--- src/rtl/reg_bank.sv ---
// reg_bank: DEPTH x WIDTH flip-flop register bank with one synchronous write port and
// two independent registered read ports. Define RB_BYPASS_EN for write-first same-edge reads.
module reg_bank #(
  parameter int WIDTH = 8,
  parameter int DEPTH = 8,
  localparam int ADDR_W = $clog2(DEPTH)
) (
  input  logic              clk,
  input  logic              rst,
  input  logic              we,
  input  logic [ADDR_W-1:0] waddr,
  input  logic [WIDTH-1:0]  wdata,
  input  logic              re_a,
  input  logic [ADDR_W-1:0] raddr_a,
  output logic [WIDTH-1:0]  rdata_a,
  output logic              rvalid_a,
  input  logic              re_b,
  input  logic [ADDR_W-1:0] raddr_b,
  output logic [WIDTH-1:0]  rdata_b,
  output logic              rvalid_b
);

  // One extra bit so the depth itself is representable for range checks.
  localparam logic [ADDR_W:0] DEPTH_L = (ADDR_W+1)'(DEPTH);

  logic [WIDTH-1:0] mem [DEPTH];
  logic             w_ok;
  logic             a_ok;
  logic             b_ok;
  logic [WIDTH-1:0] rd_a;
  logic [WIDTH-1:0] rd_b;

  assign w_ok = ({1'b0, waddr} < DEPTH_L);
  assign a_ok = ({1'b0, raddr_a} < DEPTH_L);
  assign b_ok = ({1'b0, raddr_b} < DEPTH_L);

  // Read handshake: a request sampled with re=1 yields rdata plus rvalid=1 on the next
  // cycle; with re=0 rvalid drops and rdata keeps its last value. There is no backpressure.
  always_comb begin
    rd_a = '0;
    if (a_ok) rd_a = mem[raddr_a];
`ifdef RB_BYPASS_EN
    if (we && w_ok && (raddr_a == waddr)) rd_a = wdata;
`endif
  end

  always_comb begin
    rd_b = '0;
    if (b_ok) rd_b = mem[raddr_b];
`ifdef RB_BYPASS_EN
    if (we && w_ok && (raddr_b == waddr)) rd_b = wdata;
`endif
  end

  always_ff @(posedge clk) begin
    if (rst) begin
      for (int i = 0; i < DEPTH; i++) mem[i] <= '0;
      rdata_a  <= '0;
      rvalid_a <= 1'b0;
      rdata_b  <= '0;
      rvalid_b <= 1'b0;
    end else begin
      if (we && w_ok) mem[waddr] <= wdata;
      if (re_a) rdata_a <= rd_a;
      rvalid_a <= re_a;
      if (re_b) rdata_b <= rd_b;
      rvalid_b <= re_b;
    end
  end

endmodule

--- config.mk ---
export PLATFORM = sky130hd
export DESIGN_NAME = reg_bank
export DESIGN_NICKNAME = d
export VERILOG_FILES = /design/src/rtl/reg_bank.sv
export SDC_FILE = /design/constraint.sdc
export NUM_CORES = 1
export LEC_CHECK = 0
export BUFFER_PORTS_ARGS = -buffer_cell sky130_fd_sc_hd__buf_2
export CAP_MARGIN = 20
export CORE_MARGIN = 1.5
export CORE_UTILIZATION = 25
export DETAILED_ROUTE_END_ITERATION = 10
export HOLD_SLACK_MARGIN = 0.02
export PLACE_DENSITY_LB_ADDON = 0.08
export SLEW_MARGIN = 25
export SYNTH_ARGS = -nofsm -noshare
export SYNTH_HDL_FRONTEND = slang
export SYNTH_SLANG_ARGS = --single-unit
--- constraint.sdc ---
create_clock -name clk -period 1.5 [get_ports clk]
set_input_delay 0.15 -clock clk [delete_from_list [all_inputs] [get_ports clk]]
set_output_delay 0.15 -clock clk [all_outputs]
set_load 0.02 [all_outputs]
==> impl_metrics.env <==
export IMPL_ctsHoldBuffers=0
export IMPL_cp_arrival_ns=1.65
export IMPL_fillers=1676
export IMPL_grt_overflow=0
export IMPL_cp_buffers_inverters=0
export IMPL_rsz0062_at_grt="no"
export IMPL_vias=2671
export IMPL_synthesis_nets=345
export IMPL_viasPerCell=4.39
export IMPL_cts_buffer_depth=2
export IMPL_async_reset_ff_share_pct=0
export IMPL_worst_pin_slew_ns=0.616
export IMPL_clock_root_buffer="clkbuf_16"
export IMPL_htree_levels=3
export IMPL_post_place_cells=592
export IMPL_drtPass1Iterations=4
export IMPL_ys_warn_count=0
export IMPL_period_share_pct=95.2
export IMPL_slowest_stage="edfxtp_1"
export IMPL_powerDensity_mw_per_mm2=1140
export IMPL_routabilityCongestion=0.742
export IMPL_wl_per_cell_microns=20.4
export IMPL_synth_edf_count=64
export IMPL_yosysSeqAreaShare_pct=54.8
export IMPL_die_area_sq_mm=0.0175
export IMPL_drive_above_1_share_pct=33.5
export IMPL_hp_class="input pin to flop"
export IMPL_antenna_found_initial=0
export IMPL_cp_cell_sequence="mux2_2 -> o22ai_1 -> a221o_1 -> a211oi_2"
export IMPL_port_buffers=39
export IMPL_outcome="finished, final reports clean"
export IMPL_die_h_microns=132
export IMPL_drt_first_iter_violations=137
export IMPL_clock_skew_ns=0.00559
export IMPL_crit_family="compound AO/OA/AOI/OAI gates"
export IMPL_netlist_area_sq_mm=0.00417
export IMPL_cp_end_kind="flop"
export IMPL_syn_mean_instance_area_sq_um=12.9
export IMPL_rows=47
export IMPL_ctsResizeCount=0
export IMPL_insertion_delay_ns=0.35
export IMPL_wl_microns=12400
export IMPL_required_ns=1.72
export IMPL_clkTransAtPathRegs_ns=0.06
export IMPL_drv_slew=0
export IMPL_startpoint_type="flop"
export IMPL_placed_area_sq_mm=0.00480
export IMPL_synthDistinctLibCells=30
export IMPL_ioPinCount=40
export IMPL_finalSetupViolCount=0
export IMPL_hold_viol=0
export IMPL_cts_tree="yes"
export IMPL_cap_violations=0
export IMPL_core_sq_mm=0.0164
export IMPL_grtUsageTotal_pct=14.8
export IMPL_area_growth_pct=22.9
export IMPL_fin_total_pwr_mw=5.86
export IMPL_max_freq_ghz=0.700
export IMPL_critPathKind="flop to flop"
export IMPL_yosysTopAreaCellShare_pct=46.1
export IMPL_clock_sinks=82
export IMPL_design_area_sq_mm=0.00512
export IMPL_crit_fanout=2
export IMPL_grt_pass1_wl_microns=18100
export IMPL_fin_cells=608
export IMPL_setup_tns_ns=0
export IMPL_fin_util_pct=31.2
export IMPL_drc_errors=0
export IMPL_grt_start_max_net_pins=21
export IMPL_grt_pass1_vias=2741
export IMPL_detail_route_antenna_nets=0
export IMPL_cts_setup_buffers=0
export IMPL_numCtsBuffers=9
export IMPL_antennaDiodeCount=0
export IMPL_cellLeakagePower_nw=1.96
export IMPL_netlist_instances=323
export IMPL_initial_core_util_pct=25.4
export IMPL_ys_flop_type="edfxtp_1"
export IMPL_vdd_drop_max_uv=583
export IMPL_post_dp_hpwl_microns=9160
export IMPL_synth_area_leader_cell="edfxtp_1"
export IMPL_ys_top_cells_by_area="edfxtp_1 46%, and2_1 9.6%, dfxtp_1 8.6%"
export IMPL_fp_dieW_microns=132
export IMPL_synth_seq_cells=82
export IMPL_min_period_ns=1.43
export IMPL_max_slew_margin_pct=58.8
export IMPL_fin_nets=405
export IMPL_critPathMaxStageDelay_ns=0.41
-- state kept, by name (all words and copies together), names as in the netlist --
signal,cells
rdata_a,8
rvalid_a,1
rvalid_b,1
mem,64
rdata_b,8
-- layer usage --
metal  vias up  GRT usage (%)  wire length (microns)
met5         -              0                      0
met4         0           5.25                    244
met3        15           3.50                    439
met2        71           20.7                   5100
met1      1253           22.1                   6600
li1       1332              -                      -
-- worst paths after layout --
check / from / to / slack (ns) / depth (start not counted)
setup reg to reg: mem[4][2] / rdata_b[2] / 0.07 / 4
hold reg to reg: rdata_a[2] / rdata_a[2] / 0.49 / 2
hold / removal: re_a / rvalid_a / 0.20 / 2
setup / recovery: mem[4][2] / rdata_b[2] / 0.07 / 4
-- layout make-up --
class                   count  area, sq um  area share (%)
clock buffers              10          229            4.47
flip-flops and latches     82         2280            44.6
clock inverters             6         91.3            1.78
multi-input cells         223         1730            33.7
well taps                 220          275            5.38
repair buffers             67          518            10.1
-- stage by stage --
step	hold slack, ns	setup slack [ns]
after floorplan	0.348	-0.0741
after global placement	0.479	-0.0812
after detailed placement	0.486	-0.105
after CTS	0.193	0.0814
after global routing	0.221	0.0471
final	0.202	0.0713
-- cell usage in the layout, fill, tap and decap left out, drive strengths merged, types with 2 or more instances in the layout --
cell,Yosys,routed
mux2i,32,32
nor3,2,2
clkbuf,4,10
a22oi,4,4
nor2b,3,3
o221ai,4,4
or2,8,8
a221o,12,12
nor2,24,24
nand2,3,3
dfxtp,18,18
buf,12,67
and2,64,64
a211oi,16,16
nand2b,4,4
clkinvlp,0,3
mux2,32,32
o22ai,12,12
edfxtp,64,64
bufinv,0,2
-- synth_stat cells (3+ instances only) --
master     n
nor2_1    24
nor2b_1    3
buf_4      4
a221o_1   12
a211oi_2   5
mux2i_1   32
dfxtp_1   18
nand2b_1   4
or2_2      8
mux2_2    32
nand2_1    3
a211oi_1  11
clkbuf_1   3
edfxtp_1  64
o22ai_1   12
o221ai_1   4
a22oi_1    4
and2_1    64
-- cells by family (layout without fill, tap and decap cells) --
logic type	count (synthesis)	after routing	share of synthesized area, %
buffers and inverters	18	83	3.96
AND/OR/NAND/NOR	111	111	15.2
flip-flops	82	82	54.8
AO/OA/AOI/OAI	48	48	9.73
multiplexers	64	64	16.3
-- power by group --
part | total (mW) | internal, mW | switching [mW] | leakage, nW
Combinational | 0.777 | 0.339 | 0.437 | 1.05
Clock | 2.39 | 1.46 | 0.929 | 0.145
Sequential | 2.69 | 2.60 | 0.0906 | 0.763
Total | 5.86 | 4.40 | 1.46 | 1.96
(Power assumes the default switching activity.)
